`src/rtl/bin_count_pkg.sv`:
```
// -----------------------------------------------------------------------------
// bin_count_pkg
// Shared definitions for the bin_count_updn counter family:
//   DIR_UP / DIR_DN   values of the 'up' direction input
//   DEFAULT_WIDTH     default counter width
//   MAX_WIDTH         widest counter the all_ones() helper can describe
//   all_ones(width)   the all-ones terminal value for a given width
// -----------------------------------------------------------------------------
package bin_count_pkg;

  localparam logic DIR_UP = 1'b1;
  localparam logic DIR_DN = 1'b0;

  localparam int DEFAULT_WIDTH = 4;
  localparam int MAX_WIDTH     = 64;

  // Built bit by bit so that width == MAX_WIDTH does not need an
  // out-of-range shift.
  function automatic logic [MAX_WIDTH-1:0] all_ones(input int width);
    logic [MAX_WIDTH-1:0] v;
    v = '0;
    for (int i = 0; i < MAX_WIDTH; i++) begin
      if (i < width) v[i] = 1'b1;
    end
    return v;
  endfunction

endpackage : bin_count_pkg

```
`src/rtl/bin_count_tc.sv`:
```
// -----------------------------------------------------------------------------
// bin_count_tc
// Combinational terminal-count detector for bin_count_updn.
// at_term is high when the next enabled count in direction 'up' would wrap:
// dout == TOP when counting up, dout == 0 when counting down.
//
// Ports:
//   dout     in  [WIDTH]  current count
//   limit    in  [WIDTH]  programmable TOP (only with BIN_COUNT_LIMIT_EN)
//   up       in           direction (DIR_UP / DIR_DN)
//   at_term  out          terminal count reached
//
// Build option: BIN_COUNT_LIMIT_EN selects TOP = limit, otherwise TOP is
// all ones and the detect reduces to an AND / NOR of dout.
// -----------------------------------------------------------------------------
module bin_count_tc
  import bin_count_pkg::*;
#(
  parameter int WIDTH = DEFAULT_WIDTH
) (
  input  logic [WIDTH-1:0] dout,
`ifdef BIN_COUNT_LIMIT_EN
  input  logic [WIDTH-1:0] limit,
`endif
  input  logic             up,
  output logic             at_term
);

`ifdef BIN_COUNT_LIMIT_EN
  assign at_term = (up == DIR_UP) ? (dout == limit) : (dout == '0);
`else
  assign at_term = (up == DIR_UP) ? (&dout) : ~(|dout);
`endif

endmodule : bin_count_tc

```
`src/rtl/bin_count_updn.sv`:
```
// -----------------------------------------------------------------------------
// bin_count_updn
// Parametrised up/down binary counter with parallel load, synchronous clear,
// cascade terminal count and a sticky wrap flag. Per-edge priority is
// clr > load > count > hold; arithmetic is modulo TOP+1.
//
// Ports:
//   clk    in            rising-edge clock
//   reset  in            asynchronous active-low reset
//   clr    in            synchronous clear of dout and wrap
//   load   in            synchronous parallel load of din
//   count  in            count enable
//   up     in            1 = increment, 0 = decrement
//   din    in  [WIDTH]   load value
//   limit  in  [WIDTH]   wrap limit (TOP), only with BIN_COUNT_LIMIT_EN
//   dout   out [WIDTH]   registered count
//   cout   out           terminal count, enable for the next cascade slice
//   wrap   out           sticky, set on any count wrap-around
//
// Build option: BIN_COUNT_LIMIT_EN adds the limit port and makes TOP = limit;
// without it TOP = 2**WIDTH - 1. WIDTH must be 1..MAX_WIDTH.
// -----------------------------------------------------------------------------
module bin_count_updn
  import bin_count_pkg::*;
#(
  parameter int WIDTH = DEFAULT_WIDTH
) (
  input  logic             clk,
  input  logic             reset,
  input  logic             clr,
  input  logic             load,
  input  logic             count,
  input  logic             up,
  input  logic [WIDTH-1:0] din,
`ifdef BIN_COUNT_LIMIT_EN
  input  logic [WIDTH-1:0] limit,
`endif
  output logic [WIDTH-1:0] dout,
  output logic             cout,
  output logic             wrap
);

  localparam logic [WIDTH-1:0] TOP_ALL = WIDTH'(all_ones(WIDTH));

  logic [WIDTH-1:0] dout_q, dout_d;
  logic             wrap_q, wrap_d;
  logic [WIDTH-1:0] top;
  logic             above_top;
  logic             at_term;

`ifdef BIN_COUNT_LIMIT_EN
  assign top       = limit;
  // A loaded value beyond the limit rolls to 0 on the next up-count.
  assign above_top = (dout_q > limit);
`else
  assign top       = TOP_ALL;
  assign above_top = 1'b0;
`endif

  bin_count_tc #(
    .WIDTH   (WIDTH)
  ) u_tc (
    .dout    (dout_q),
`ifdef BIN_COUNT_LIMIT_EN
    .limit   (limit),
`endif
    .up      (up),
    .at_term (at_term)
  );

  // Gated by reset so a held-low reset never enables a cascaded slice.
  assign cout = reset & ~clr & ~load & count & at_term;

  // NOTE: every output of this block gets a default first, so no path
  // leaves a variable unassigned and no latch is inferred.
  always_comb begin
    dout_d = dout_q;
    wrap_d = wrap_q;
    if (clr) begin
      dout_d = '0;
      wrap_d = 1'b0;
    end else if (load) begin
      dout_d = din;
    end else if (count) begin
      if (up == DIR_UP) begin
        if (at_term || above_top) begin
          dout_d = '0;
          wrap_d = 1'b1;
        end else begin
          dout_d = dout_q + WIDTH'(1);
        end
      end else begin
        if (at_term) begin
          dout_d = top;
          wrap_d = 1'b1;
        end else begin
          dout_d = dout_q - WIDTH'(1);
        end
      end
    end
  end

  // NOTE: non-blocking assignments keep every flop sampling the pre-edge
  // values, independent of statement order.
  always_ff @(posedge clk or negedge reset) begin
    if (!reset) begin
      dout_q <= '0;
      wrap_q <= 1'b0;
    end else begin
      dout_q <= dout_d;
      wrap_q <= wrap_d;
    end
  end

  assign dout = dout_q;
  assign wrap = wrap_q;

endmodule : bin_count_updn
```
`config.mk`:
```
export PLATFORM = sky130hd
export DESIGN_NAME = bin_count_updn
export DESIGN_NICKNAME = d
export VERILOG_FILES = /design/src/rtl/bin_count_pkg.sv /design/src/rtl/bin_count_tc.sv /design/src/rtl/bin_count_updn.sv
export SDC_FILE = /design/constraint.sdc
export NUM_CORES = 1
export LEC_CHECK = 0
export CAP_MARGIN = 20
export CORE_AREA = 2 2 39 41
export DETAILED_ROUTE_END_ITERATION = 8
export DIE_AREA = 0 0 41 43
export PLACE_DENSITY = 0.65
export SETUP_SLACK_MARGIN = 0.4
export SYNTH_ARGS = -nofsm -noshare
export SYNTH_HDL_FRONTEND = slang
export SYNTH_HIERARCHICAL = 1
export SYNTH_SLANG_ARGS = --single-unit
export TNS_END_PERCENT = 1
```
`constraint.sdc`:
```
create_clock -name clk -period 2.2 [get_ports clk]
set_input_delay 0.44 -clock clk [delete_from_list [all_inputs] [get_ports clk]]
set_output_delay 0.44 -clock clk [all_outputs]
set_load 0.01 [all_outputs]
```
; ---- Word level (Yosys, flattened, before mapping)
; Index checks and enable logic that the tools add are counted.
[classes]
n_addsub = 2
eq_ne = 1
n_mux = 11
n_bitwise = 7
n_reduce_logical = 6
[op_table]
columns = cell, count
row1 = $mux W4, 6
row2 = $mux W1, 5
row3 = $add A4 B1 Y4 const B, 1
row4 = $and A1 B1 Y1, 4
row5 = $reduce_and A4 Y1, 1
row6 = $reduce_bool A2 Y1, 2
row7 = $reduce_or A4 Y1, 1
row8 = $sub A4 B1 Y4 const B, 1
row9 = $not A1 Y1, 3
row10 = $reduce_and A3 Y1, 1
row11 = $reduce_bool A3 Y1, 1
row12 = $ne A2 B2 Y1 const B, 1
[totals]
regBits = 5

; ---- Logic depth before layout (Yosys ltp)
[logic_depth]
word_depth = 8
depth_mapped = 6

; ---- Modules after synthesis
; Netlist, hierarchy kept.
[by_module_without_submodules]
columns = mod, instances, cells_each, area_each_um2
row1 = bin_count_updn, 1, 55, 450.4
row2 = bin_count_tc, 1, 3, 23.8

; ---- Least setup slack after synthesis
; No wires, ideal clock.
[synth_timing]
path_type = reg2out
from = register dout_q[1] (netlist: dout[1])
to = output port cout
arrival_ps = 1814
required_time_ps = 1760
setup_slack_ps = -54
path_stages_with_launch = 5
n_path_buf = 0
cell_sequence = dfrtp_1 > or4_1 > mux2i_1 > nand3_1 > nor3b_1
[synth_between]
elab_chain_cells = 4
[synth_lines]
columns = element, line_no
row1 = start: declaration, bin_count_updn.sv:45  ; logic [WIDTH-1:0] dout_q, dout_d;
row2 = start signal: assignment, bin_count_updn.sv:110  ; dout_q <= dout_d;
row3 = $reduce_or A4 Y1, bin_count_tc.sv:32  ; assign at_term = (up == DIR_UP) ? (&dout) : ~(|dout);
row4 = $not A1 Y1, bin_count_tc.sv:32
row5 = $mux W1 (*), bin_count_tc.sv:32
row6 = via at_term, bin_count_updn.sv:49  ; logic at_term;
row7 = $and A1 B1 Y1 (*), bin_count_updn.sv:72  ; assign cout = reset & ~clr & ~load & count & at_term;
row8 = end: declaration, bin_count_updn.sv:39  ; output logic cout,
; The timed path passes the listed nets; every way through them passes the cells marked *.

; ---- Worst setup path after layout
[layout_timing]
from = register dout_q[2] (netlist: dout[2])
to = output port cout
; The elaborated chain is that of the path after synthesis.

==> impl_metrics.toml <==
[finish]
n_antenna_cell = 0
layout_commonest_cell = "clkdlybuf4s50_1"
seq_area_um2 = 128.9
nets = 101
layout_common_cells = "clkdlybuf4s50_1 (14), buf_4 (13), inv_1 (7)"
area_delta_synth_final_pct = 67.28
multi_input_area_um2 = 349.1
nFillCells = 124
drive_above_1_share_pct = 36.36

[global_routing]
grt_start_max_net_pins = 11
grt_overflow = 0
grt_pass1_vias = 509
antenna_found_initial = 0
grt_pass1_wl_um = 2228
track_usage_pct = 18.66

[synth]
synthAdderAreaFrac_pct = 5.277
synth_area_leaders = "dfrtp_1 (26%), inv_1 (5.5%), ha_1 (5.3%)"
yosys.area_share.xor_xnor_pct = 1.847
postSynthAreaPerCell_um2 = 8.176
synth_compound_area_share_pct = 29.82
synth_top_area_share_pct = 26.39
synthArstFlopShare_pct = 100.0
yosys.area_share.simple_pct = 23.48
synth-edff-count = 0
synthCells = 58
synthesis.area_um2 = 474.2
synth_ff_type = "dfrtp_1"
syn_nets = 70
synth_top_family_by_area = "compound AO/OA/AOI/OAI gates"
post_synth_num_cell_types = 31
synth_seq_area_share_pct = 26.39
yosys_warnings = 6
synth_mux_area_share_pct = 4.222
synth-seq-cells = 5
synth_top_cell_by_area = "dfrtp_1"

[clock_network]
clock_path_buffers = 2
numCtsBuffers = 3
clockRootBuffer = "clkbuf_4"
clkLatencyLatePin_ps = 250
tritoncts = "done"
clock-sinks = 5
clk_pin_slew_ps = 40
h-tree-depth = 1

[route]
antenna_left = 0
via_count = 560
first_pass_iters = 4
wl_per_cell_um = 13.45
totalWireLength_um = 1399
drc = 0
viasPerCell = 5.385
drtIter0Drc = 22

[critical_path]
cp-startpoint = "dout[2]$_DFFE_PN0P_"
endpoint_kind = "primary output"
critical_path.endpoint = "cout"
rrSetupSlack_ps = 110
reg2reg_depth = 9
path_class = "register to primary output"
reg2reg_from = "dout[2]$_DFFE_PN0P_"
r2r_end = "dout[1]$_DFFE_PN0P_"
cp_max_fo = 2
cp-start-kind = "register"
cp.arrival_ps = 1770
worstPathRequired_ps = 1760

[sta]
setup_viol = 1
whs_ps = 476.0
clock_skew_ps = 1.012
slew_violations = 0
rsz0062_at_grt = "yes"
hold_viol = 0
fin_crit_ps = 2210
timing.fmax_mhz = 452.4
relSlewSlack_pct = 83.53
setup_tns_ps = -10.33
tightest_slew_ps = 245.4
fin_crit_sh_pct = 100.5
timing.final.ws_setup_ps = -10.33

[pwr]
clkPwrFrac_pct = 29.7
power.leakage_nw = 0.3294
pwr-share-comb_pct = 42.4
ir_drop_v = 0.0001673
power_density_nw_per_um2 = 468.2
p_switching_mw = 0.1190
internal-power_mw = 0.2524
power_mw = 0.3714
seq_power_share_pct = 27.9
switching_share_pct = 32.05

[outcome]
failed_checks = "negative setup slack"
status = "finished with violations"

[placement]
routabilityCongestion = 0.7807
io_buffers = 15
preCtsSetupSlack_ps = -308.2
dp_hpwl_um = 1075

[floorplanning]
die_h_um = 43
coreArea_um2 = 1384
die_area_um2 = 1763
fp.dieW_um = 41
rows = 14
start_util_pct = 34.27
ioPinCount = 16

[run]
drv_cap = 0

[hold_path]
hp-class = "primary input to async pin"
metal layers:
metal,vias up,wire length [um],global-route usage [%]
met1,267,616,22.44
met3,3,62,3.665
met2,15,698,30.31
met5,-,0,0
li1,275,-,-
met4,0,21,8.000
layout make-up:
type / count / share of cell area (%)
sequential: 5 / 16.25
timing repair buffer: 28 / 30.60
inverter: 7 / 3.312
clock buffer: 4 / 3.312
multi-input combinational: 44 / 44.01
tap: 16 / 2.524
worst min path at each step:
stage               slack [ps]  cells past startpoint                   to              from
floorplan                  140                      0  dout[0]$_DFFE_PN0P_             reset
global placement           520                      2     wrap$_DFFE_PN0P_  wrap$_DFFE_PN0P_
detailed placement         560                      2     wrap$_DFFE_PN0P_  wrap$_DFFE_PN0P_
CTS                        470                      2  dout[1]$_DFFE_PN0P_             reset
global route               490                      2     wrap$_DFFE_PN0P_             reset
finish                     480                      2  dout[1]$_DFFE_PN0P_             reset
critical path: stages (launching register included):
cell	delay [ps]
dfrtp_2	390
or4_4	540
mux2i_4	180
nand3_2	110
nor3b_2	150
buf_2	140
registers in the layout, indices dropped and copies added, names as in the netlist:
register,flops
wrap,1
dout,4
cell families after synthesis:
| kind of cell | after synthesis |
|---|---|
| XOR/XNOR | 1 |
| AND/OR/NAND/NOR | 21 |
| AO/OA/AOI/OAI | 18 |
| buffers and inverters | 9 |
| adder cells (fa/ha/maj) | 2 |
| flip-flops | 5 |
| multiplexers | 2 |
repair_timing:
item                                    CTS  global route
hold buffers                              0             0
hold endpoints to repair                  0             0
endpoints found under the setup margin    5             5
setup buffers                             1             1
pin swaps                                 6             6
gates resized for setup                   8             1
through the flow:
step	instance area [um^2]	util (%)	instances
global route	793.3	57.32	104
floorplan	504.2	-	58
CTS	780.7	56.42	103
detailed placement	740.7	53.53	98
finish	793.3	57.32	104
global placement	740.7	53.53	98
synth_stat cells, drive strengths merged, types with 3 or more instances:
library cell and instances:
a21oi 4, dfrtp 5, inv 7, nand2 3
nand3 3, nor2 6
power by group through the flow:
| stage | clock (mW) | sequential, mW | combinational (mW) |
|---|---|---|---|
| after floorplan | 0 | 0.115 | 0.0684 |
| after global placement | 0 | 0.104 | 0.145 |
| after detailed placement | 0 | 0.105 | 0.146 |
| after CTS | 0.115 | 0.104 | 0.153 |
| after global routing | 0.123 | 0.104 | 0.173 |
| final | 0.110 | 0.104 | 0.158 |
No activity file was read; power rests on OpenSTA's default activity.
